<file path="config.mk">
export PLATFORM = sky130hd
export DESIGN_NAME = icache_refill_ctrl_flat
export DESIGN_NICKNAME = d
export VERILOG_FILES = /design/src/rtl/icache_refill_ctrl_if.sv /design/src/rtl/icache_refill_ctrl.sv /design/src/flat_wrapper.sv
export SDC_FILE = /design/constraint.sdc
export NUM_CORES = 1
export LEC_CHECK = 0
export ABC_AREA = 1
export BUFFER_PORTS_ARGS = -buffer_cell sky130_fd_sc_hd__buf_2
export CAP_MARGIN = 20
export CORE_MARGIN = 3
export CORE_UTILIZATION = 48
export CTS_BUF_LIST = sky130_fd_sc_hd__clkbuf_4 sky130_fd_sc_hd__clkbuf_8
export DETAILED_ROUTE_END_ITERATION = 10
export PLACE_DENSITY = 0.83
export SYNTH_ARGS = -nofsm -noshare
export SYNTH_HDL_FRONTEND = slang
export SYNTH_SLANG_ARGS = --single-unit
</file>
<file path="constraint.sdc">
create_clock -name clk -period 2.85 [get_ports clk]
set_clock_uncertainty 0.2 [all_clocks]
set_input_delay 0.1425 -clock clk [delete_from_list [all_inputs] [get_ports clk]]
set_output_delay 0.1425 -clock clk [all_outputs]
set_load 0.02 [all_outputs]
</file>
<file path="src/rtl/icache_refill_ctrl_if.sv">
// Fetch-side, memory-side and fill-side signals of the I-cache refill controller.
// master = refill controller, slave = fetch stage / memory / cache data array.
interface icache_refill_ctrl_if #(
  parameter int COUNT_W = 16
);
  logic               fetch_req;
  logic [31:0]        pc;
  logic               hit;
  logic               stall;
  logic               mem_req;
  logic [31:0]        mem_addr;
  logic               mem_ack;
  logic [31:0]        mem_rdata;
  logic               fill_we;
  logic [31:0]        fill_addr;
  logic [31:0]        fill_data;
  logic               fill_done;
  logic [31:0]        line_base;
  logic [COUNT_W-1:0] miss_count;

  modport master (
    input  fetch_req, pc, hit, mem_ack, mem_rdata,
    output stall, mem_req, mem_addr, fill_we, fill_addr, fill_data,
           fill_done, line_base, miss_count
  );

  modport slave (
    output fetch_req, pc, hit, mem_ack, mem_rdata,
    input  stall, mem_req, mem_addr, fill_we, fill_addr, fill_data,
           fill_done, line_base, miss_count
  );
endinterface

</file>
<file path="src/rtl/icache_refill_ctrl.sv">
// I-cache miss/refill controller: stalls fetch on a miss, refills the line
// critical word first with in-line wrap, then pulses fill_done to validate it.
module icache_refill_ctrl #(
  parameter int LINE_WORDS = 4,
  parameter int COUNT_W    = 16
) (
  input  logic                 clk,
  input  logic                 reset,
  icache_refill_ctrl_if.master bus
);
  localparam int BW  = $clog2(LINE_WORDS);
  localparam int OFF = BW + 2;

  typedef enum logic [1:0] {S_IDLE, S_REQ, S_DONE} state_e;

  state_e             state_q;
  logic               mem_req_q;
  logic [31:0]        mem_addr_q;
  logic [31:0]        line_base_q;
  logic [BW-1:0]      beat_q;
  logic [BW-1:0]      ack_cnt_q;
  logic [COUNT_W-1:0] miss_count_q;
  logic               fill_done_q;

  logic          miss_det;
  logic          beat_ack;
  logic          last_beat;
  logic [BW-1:0] beat_nxt;
  logic          unused_pc_lsb;

  assign miss_det  = (state_q == S_IDLE) & bus.fetch_req & ~bus.hit;
  // mem_req_q is only high in S_REQ, so it also masks acks outside a refill
  assign beat_ack  = mem_req_q & bus.mem_ack;
  assign last_beat = (ack_cnt_q == BW'(LINE_WORDS - 1));
  assign beat_nxt  = beat_q + 1'b1;
  assign unused_pc_lsb = ^bus.pc[1:0];

  always_ff @(posedge clk) begin
    if (reset) begin
      state_q      <= S_IDLE;
      mem_req_q    <= 1'b0;
      mem_addr_q   <= '0;
      line_base_q  <= '0;
      beat_q       <= '0;
      ack_cnt_q    <= '0;
      miss_count_q <= '0;
      fill_done_q  <= 1'b0;
    end else begin
      fill_done_q <= 1'b0;
      case (state_q)
        S_IDLE: begin
          if (miss_det) begin
            state_q     <= S_REQ;
            line_base_q <= {bus.pc[31:OFF], {OFF{1'b0}}};
            beat_q      <= bus.pc[OFF-1:2];
            ack_cnt_q   <= '0;
            mem_req_q   <= 1'b1;
            mem_addr_q  <= {bus.pc[31:2], 2'b00};
            if (miss_count_q != {COUNT_W{1'b1}})
              miss_count_q <= miss_count_q + 1'b1;
          end
        end
        S_REQ: begin
          if (beat_ack) begin
            if (last_beat) begin
              state_q     <= S_DONE;
              mem_req_q   <= 1'b0;
              fill_done_q <= 1'b1;
            end else begin
              beat_q     <= beat_nxt;
              ack_cnt_q  <= ack_cnt_q + 1'b1;
              mem_addr_q <= line_base_q + {{(30-BW){1'b0}}, beat_nxt, 2'b00};
            end
          end
        end
        S_DONE:  state_q <= S_IDLE;
        default: state_q <= S_IDLE;
      endcase
    end
  end

  assign bus.stall      = (state_q != S_IDLE) | miss_det;
  assign bus.mem_req    = mem_req_q;
  assign bus.mem_addr   = mem_addr_q;
  assign bus.fill_we    = beat_ack;
  assign bus.fill_addr  = mem_addr_q;
  assign bus.fill_data  = bus.mem_rdata;
  assign bus.fill_done  = fill_done_q;
  assign bus.line_base  = line_base_q;
  assign bus.miss_count = miss_count_q;
endmodule

</file>
<file path="src/flat_wrapper.sv">
// flat-port wrapper written by rule: the top's interface ports become plain ports
module icache_refill_ctrl_flat 
#(
  parameter int LINE_WORDS = 4,
  parameter int COUNT_W    = 16
)
  (clk, reset, bus_fetch_req, bus_pc, bus_hit, bus_mem_ack, bus_mem_rdata, bus_stall, bus_mem_req, bus_mem_addr, bus_fill_we, bus_fill_addr, bus_fill_data, bus_fill_done, bus_line_base, bus_miss_count);
  icache_refill_ctrl_if #(.COUNT_W(COUNT_W)) bus_i ();
  input  logic clk;
  input  logic reset;
  input wire logic [$bits(bus_i.fetch_req)-1:0] bus_fetch_req;
  input wire logic [$bits(bus_i.pc)-1:0] bus_pc;
  input wire logic [$bits(bus_i.hit)-1:0] bus_hit;
  input wire logic [$bits(bus_i.mem_ack)-1:0] bus_mem_ack;
  input wire logic [$bits(bus_i.mem_rdata)-1:0] bus_mem_rdata;
  output wire logic [$bits(bus_i.stall)-1:0] bus_stall;
  output wire logic [$bits(bus_i.mem_req)-1:0] bus_mem_req;
  output wire logic [$bits(bus_i.mem_addr)-1:0] bus_mem_addr;
  output wire logic [$bits(bus_i.fill_we)-1:0] bus_fill_we;
  output wire logic [$bits(bus_i.fill_addr)-1:0] bus_fill_addr;
  output wire logic [$bits(bus_i.fill_data)-1:0] bus_fill_data;
  output wire logic [$bits(bus_i.fill_done)-1:0] bus_fill_done;
  output wire logic [$bits(bus_i.line_base)-1:0] bus_line_base;
  output wire logic [$bits(bus_i.miss_count)-1:0] bus_miss_count;
  assign bus_i.fetch_req = bus_fetch_req;
  assign bus_i.pc = bus_pc;
  assign bus_i.hit = bus_hit;
  assign bus_i.mem_ack = bus_mem_ack;
  assign bus_i.mem_rdata = bus_mem_rdata;
  assign bus_stall = bus_i.stall;
  assign bus_mem_req = bus_i.mem_req;
  assign bus_mem_addr = bus_i.mem_addr;
  assign bus_fill_we = bus_i.fill_we;
  assign bus_fill_addr = bus_i.fill_addr;
  assign bus_fill_data = bus_i.fill_data;
  assign bus_fill_done = bus_i.fill_done;
  assign bus_line_base = bus_i.line_base;
  assign bus_miss_count = bus_i.miss_count;
  icache_refill_ctrl #(.LINE_WORDS(LINE_WORDS), .COUNT_W(COUNT_W)) u_core (.clk(clk), .reset(reset), .bus(bus_i));
endmodule
</file>
==> results.toml, run 1 <==
[global_route]
grt_pass1_wl_um = 16600
grt_usage = 0.199
grt_max_degree = 67
grt_overflow = 0
antenna_found_initial = 0
grt_pass1_vias = 3620

[synth]
syn_area_um2 = 4360
synth_common_cells = "nand2_1 (194), nor2_1 (145), dfxtp_1 (80)"
synth_top_family_by_area = "simple AND/OR/NAND/NOR gates"
synthAdderAreaFrac = 0.00574
yosysTopAreaCell = "dfxtp_1"
synth_top_area_share = 0.367
yosysSeqAreaShare = 0.367
synthCells = 673
yosys_warnings = 0
ys.flop_type = "dfxtp_1"
syn_area_per_cell_um2 = 6.48
synth_xor_area_frac = 0.0100
synth_compound_area_frac = 0.0671
synth-edff-count = 0
synthSimpleGateAreaFrac = 0.352
postSynth.asyncResetShare = 0
synth.most_common_cell = "nand2_1"
ys_ff_latch = 80
synth_mux_area_frac = 0
ys_top_cells_by_area = "dfxtp_1 (37%), nand2_1 (17%), nor2_1 (12%)"
ys_types = 27

[power]
peakVddDrop_mv = 0.326
power_frac_seq = 0.456
clock_power_share = 0.298
comb_power_share = 0.245
p_int_mw = 1.84
p_per_area_nw_per_um2 = 536
p_leak_nw = 2.74
power_switching_uw = 924
total_power_mw = 2.77
p_sw_frac = 0.334

[sta]
finalSetupViolations = 0
period_minus_slack_ns = 2.45
finalHoldViolations = 0
period_share = 0.858
fin_setup_tns_ns = 0
slew_violations = 0
slew_headroom = 0.424
worstMarginPinSlew_ns = 0.865
grt_setup_unrepaired = "false"
fmax_mhz = 409
fin_ws_ns = 0.404

[clocking]
insertion_delay_ns = 0.35
cts_buffer_depth = 2
cts.htree.levels = 3
post_cts_resized = 0
cts_setup_buffers = 0
path_clk_slew_ns = 0.08
cts_tree = "built"
numCtsBuffers = 9
cts_sinks = 80
cts-root-buf = "clkbuf_8"

[routing]
drt_wl_total_um = 10300
dr.pass1.iters = 4
drt-vias-per-instance = 4.60
ant_nets = 0
drcViolationCount = 0
drtIter0Drc = 131
wl_per_cell_um = 11.6
via_count = 4079

[die]
fp.dieW_um = 101
rows = 34
coreArea_um2 = 8760
ios = 217
start_util = 0.498
dieArea_um2 = 10300
die_height_um = 101

[setup_path]
worstPathRequired_ns = 2.88
crit_type = "reg -> reg"
arrival_ns = 2.48
critical_path.endpoint_type = "flop"
start_kind = "flop"
worstPathMaxFanout = 64

[placed_design]
dp.final_hpwl_um = 6630
dp.cells = 837
place_congestion = 0.765
pre_cts_ws_ns = 0.379
io_buffers = 142
place_area_um2 = 4620

[finish]
nNetsFinal = 844
stdcell_count = 886
drive_gt1_frac = 0.252
synthToLayoutAreaGrowth_pct = 18.3
final_area_um2 = 5160
diodes = 0

[run_status]
outcome = "completed"

[worst_hold_path]
hold_path_class = "in -> out"

[job]
maxCapViolations = 0
worst max-delay path, stage by stage (launching register included):
cell     delay, ns
dfxtp_1       0.34
nor2_2        0.14
nand2_2       0.24
nand2_1       0.23
nand4_4       0.65
o21ai_0       0.42
nor2_1        0.08
cells by family (layout without fill, tap and decap cells):
group / Yosys count / after routing
compound gates: 52 / 52
xor+xnor: 5 / 5
flops: 80 / 80
fa+ha+maj: 2 / 2
buf+inv: 153 / 251
other cells: 1 / 8
simple gates: 380 / 380
state kept, by name, indices dropped and copies added, names as in the netlist:
| name | count |
|---|---|
| u_core.bus.fill_addr | 29 |
| u_core.bus.line_base | 28 |
| u_core.bus.miss_count | 16 |
| u_core.ack_cnt_q | 2 |
| u_core.state_q | 2 |
| u_core.beat_q | 1 |
| u_core.bus.fill_done | 1 |
| u_core.bus.mem_req | 1 |
final cells by class:
type,instances,area [um2]
clock inverters,7,70.1
well taps,108,135
multi-input cells,447,1930
clock buffers,9,124
fillers,844,3600
flip-flops and latches,80,1600
repair buffers,180,1100
inverters,55,206
routing by layer:
| layer | vias up | global-route usage | share of wire |
|---|---|---|---|
| met5 | - | 0 | 0 |
| met4 | 0 | 0.0644 | 0.0096 |
| met3 | 12 | 0.0461 | 0.062 |
| met2 | 129 | 0.347 | 0.50 |
| met1 | 1784 | 0.242 | 0.43 |
| li1 | 2154 | - | - |
cells in the final DEF, fill, tap and decap left out, types with 2 or more instances in the layout:
| cell type | Yosys | final |
|---|---|---|
| inv_1 | 53 | 52 |
| buf_4 | 71 | 5 |
| o21ai_0 | 35 | 35 |
| xor2_1 | 4 | 4 |
| nand2_2 | 15 | 15 |
| nand2_1 | 194 | 194 |
| nor2_2 | 4 | 4 |
| nor2_1 | 145 | 145 |
| a21oi_1 | 7 | 7 |
| ha_1 | 2 | 2 |
| nand3_1 | 12 | 12 |
| nand4_1 | 4 | 4 |
| buf_2 | 8 | 142 |
| nor2_4 | 2 | 2 |
| inv_2 | 1 | 2 |
| dlygate4sd3_1 | 0 | 32 |
| clkbuf_8 | 0 | 9 |
| conb_1 | 1 | 8 |
| a21oi_2 | 8 | 8 |
| clkinv_2 | 0 | 3 |
| dfxtp_1 | 80 | 80 |
| nor3_1 | 2 | 2 |
worst paths after layout:
check,start,to,slack [ns],depth (start not counted)
worst max-delay path,u_core.state_q[1],u_core.bus.fill_addr[3],0.40,6
worst min-delay path,bus_mem_rdata[21],bus_fill_data[21],0.09,0
worst max register to register,u_core.state_q[1],u_core.bus.fill_addr[3],0.40,6
worst min register to register,u_core.bus.mem_req,u_core.bus.mem_req,0.30,2
power by group through the flow:
stage	logic, mW	clock network [mW]	registers (mW)
after floorplan	0.475	0	1.38
after global placement	0.633	0	1.28
after detailed placement	0.638	0	1.29
after CTS	0.674	0.856	1.26
after global routing	0.759	0.900	1.28
final	0.679	0.825	1.26
repair_timing:
item / CTS / global route
hold buffers: 32 / 0
hold endpoints to repair: 69 / 0
setup endpoints to repair: 0 / 0
per-stage QoR:
stage          hold slack [ns]   util
6_report                0.0850  0.589
5_1_grt                 0.0850  0.589
4_1_cts                 0.0851  0.586
3_5_place_dp            0.0851  0.527
3_3_place_gp            0.0851  0.527
2_1_floorplan           0.0116      -
No activity file was read; power rests on OpenSTA's default activity.
==> run 2, diff against run 1 <==
--- a/config.mk
+++ b/config.mk
@@ -8,6 +8,7 @@
 export ABC_AREA = 1
 export BUFFER_PORTS_ARGS = -buffer_cell sky130_fd_sc_hd__buf_2
 export CAP_MARGIN = 20
+export CORE_ASPECT_RATIO = 1.25
 export CORE_MARGIN = 3
 export CORE_UTILIZATION = 48
 export CTS_BUF_LIST = sky130_fd_sc_hd__clkbuf_4 sky130_fd_sc_hd__clkbuf_8
==> run 2 against run 1 <==
Net effect: non-clock buffer count rose by 1; worst setup slack improved by 0.41 ns; die area barely moved; final area rose by 0.22%; maximum frequency rose by 20%; sequential cell count did not move; first-iteration DRC count rose by 27%; register-to-register slack improved by 0.41 ns; critical endpoint unchanged; highest routed layer unchanged.
==> results.toml, run 2 (synthesized netlist as in run 1, its figures left out) <==
[die]
start_util = 0.499
dieArea_um2 = 10300
coreArea_um2 = 8750
rows = 38
fp.dieW_um = 91.3
die_height_um = 113
ios = 217

[setup_path]
critical_path.endpoint_type = "flop"
crit_type = "reg -> reg"
start_kind = "flop"
worstPathRequired_ns = 2.90
worstPathMaxFanout = 35
arrival_ns = 2.08

[finish]
largest_reg_flops = 29
drive_gt1_frac = 0.253
regArea_um2 = 1600
layout_common_cells = "nand2_1 (194), nor2_1 (145), buf_2 (142), dfxtp_1 (80), inv_1 (52)"
multiInputGateArea_um2 = 1930
final_common_cell = "nand2_1"
finish.utilization = 0.591
fillerInstances = 832
synthToLayoutAreaGrowth_pct = 18.6
diodes = 0
nNetsFinal = 845

[clocking]
cts.htree.levels = 3
cts_tree = "built"
cts_setup_buffers = 0
cts_sinks = 80
cts-root-buf = "clkbuf_8"
numCtsBuffers = 9
insertion_delay_ns = 0.35
cts_buffer_depth = 2
cts_hold_repair.buffers = 32
post_cts_resized = 0
path_clk_slew_ns = 0.08

[global_route]
grt_overflow = 0
grt_pass1_wl_um = 17600
grt_usage = 0.209
antenna_found_initial = 0
grt_pass1_vias = 3844
grt_max_degree = 36

[sta]
finalSetupViolations = 0
fin_hold_ws_ns = 0.0850
slew_violations = 0
period_share = 0.715
grt_setup_unrepaired = "false"
fin_setup_tns_ns = 0
period_minus_slack_ns = 2.04
fmax_mhz = 491
finalHoldViolations = 0
slew_headroom = 0.575
worstMarginPinSlew_ns = 0.636

[worst_hold_path]
hold_path_class = "in -> out"

[job]
maxCapViolations = 0

[routing]
dr.pass1.iters = 5
drcViolationCount = 0
via_count = 4171
drt_wl_total_um = 10700
drtIter0Drc = 166
wl_per_cell_um = 11.9
drt-vias-per-instance = 4.64
ant_nets = 0

[placed_design]
place_congestion = 0.825
io_buffers = 142
dp.final_hpwl_um = 6970

[run_status]
outcome = "completed"

[power]
peakVddDrop_mv = 0.303
p_per_area_nw_per_um2 = 525
p_leak_nw = 2.73
-- run 2: metrics by stage --
stage | worst slack, ns | cells | cell area (um2) | total power, mW
global route | 0.658 | 899 | 5170 | 2.88
finish | 0.812 | 899 | 5170 | 2.71
CTS | 0.821 | 899 | 5170 | 2.74
global placement | 0.874 | 851 | 4680 | 1.92
floorplan | 0.968 | 680 | 4390 | 1.86
detailed placement | 0.837 | 851 | 4680 | 1.94
-- run 2: report_power, final --
part	internal [mW]	switching (mW)	total, mW	leakage [nW]
clock network	0.347	0.419	0.765	0.0848
registers	1.20	0.0621	1.26	0.657
logic	0.237	0.448	0.685	1.99
-- run 2: final cells by class --
cell class,instances,share of cell area
clock buffers,11,0.0281
clock inverters,5,0.00629
inverters,55,0.0399
multi-input cells,447,0.373
flip-flops and latches,80,0.310
well taps,120,0.0290
repair buffers,181,0.214
-- run 2: path summary, 6_finish.rpt --
path | slack (ns) | cells past startpoint | start | to
max | 0.81 | 6 | u_core.ack_cnt_q[0] | u_core.bus.fill_addr[3]
min | 0.09 | 0 | bus_mem_rdata[1] | bus_fill_data[1]
max reg2reg | 0.81 | 6 | u_core.ack_cnt_q[0] | u_core.bus.fill_addr[3]
min reg2reg | 0.30 | 2 | u_core.bus.line_base[31] | u_core.bus.line_base[31]
-- run 2: metal layers --
layer,vias up,part of all wire,track usage
met5,-,0,0
met4,0,0.019,0.111
met3,26,0.059,0.0476
met2,151,0.51,0.364
met1,1841,0.42,0.236
li1,2153,-,-
-- run 2: worst max-delay path, cell delays in order (launching register included) --
cell and delay (ns):
dfxtp_1 0.32, ha_1 0.22, nand2_1 0.17, nand4_4 0.44
buf_12 0.35, o21ai_0 0.15, nor2_1 0.06
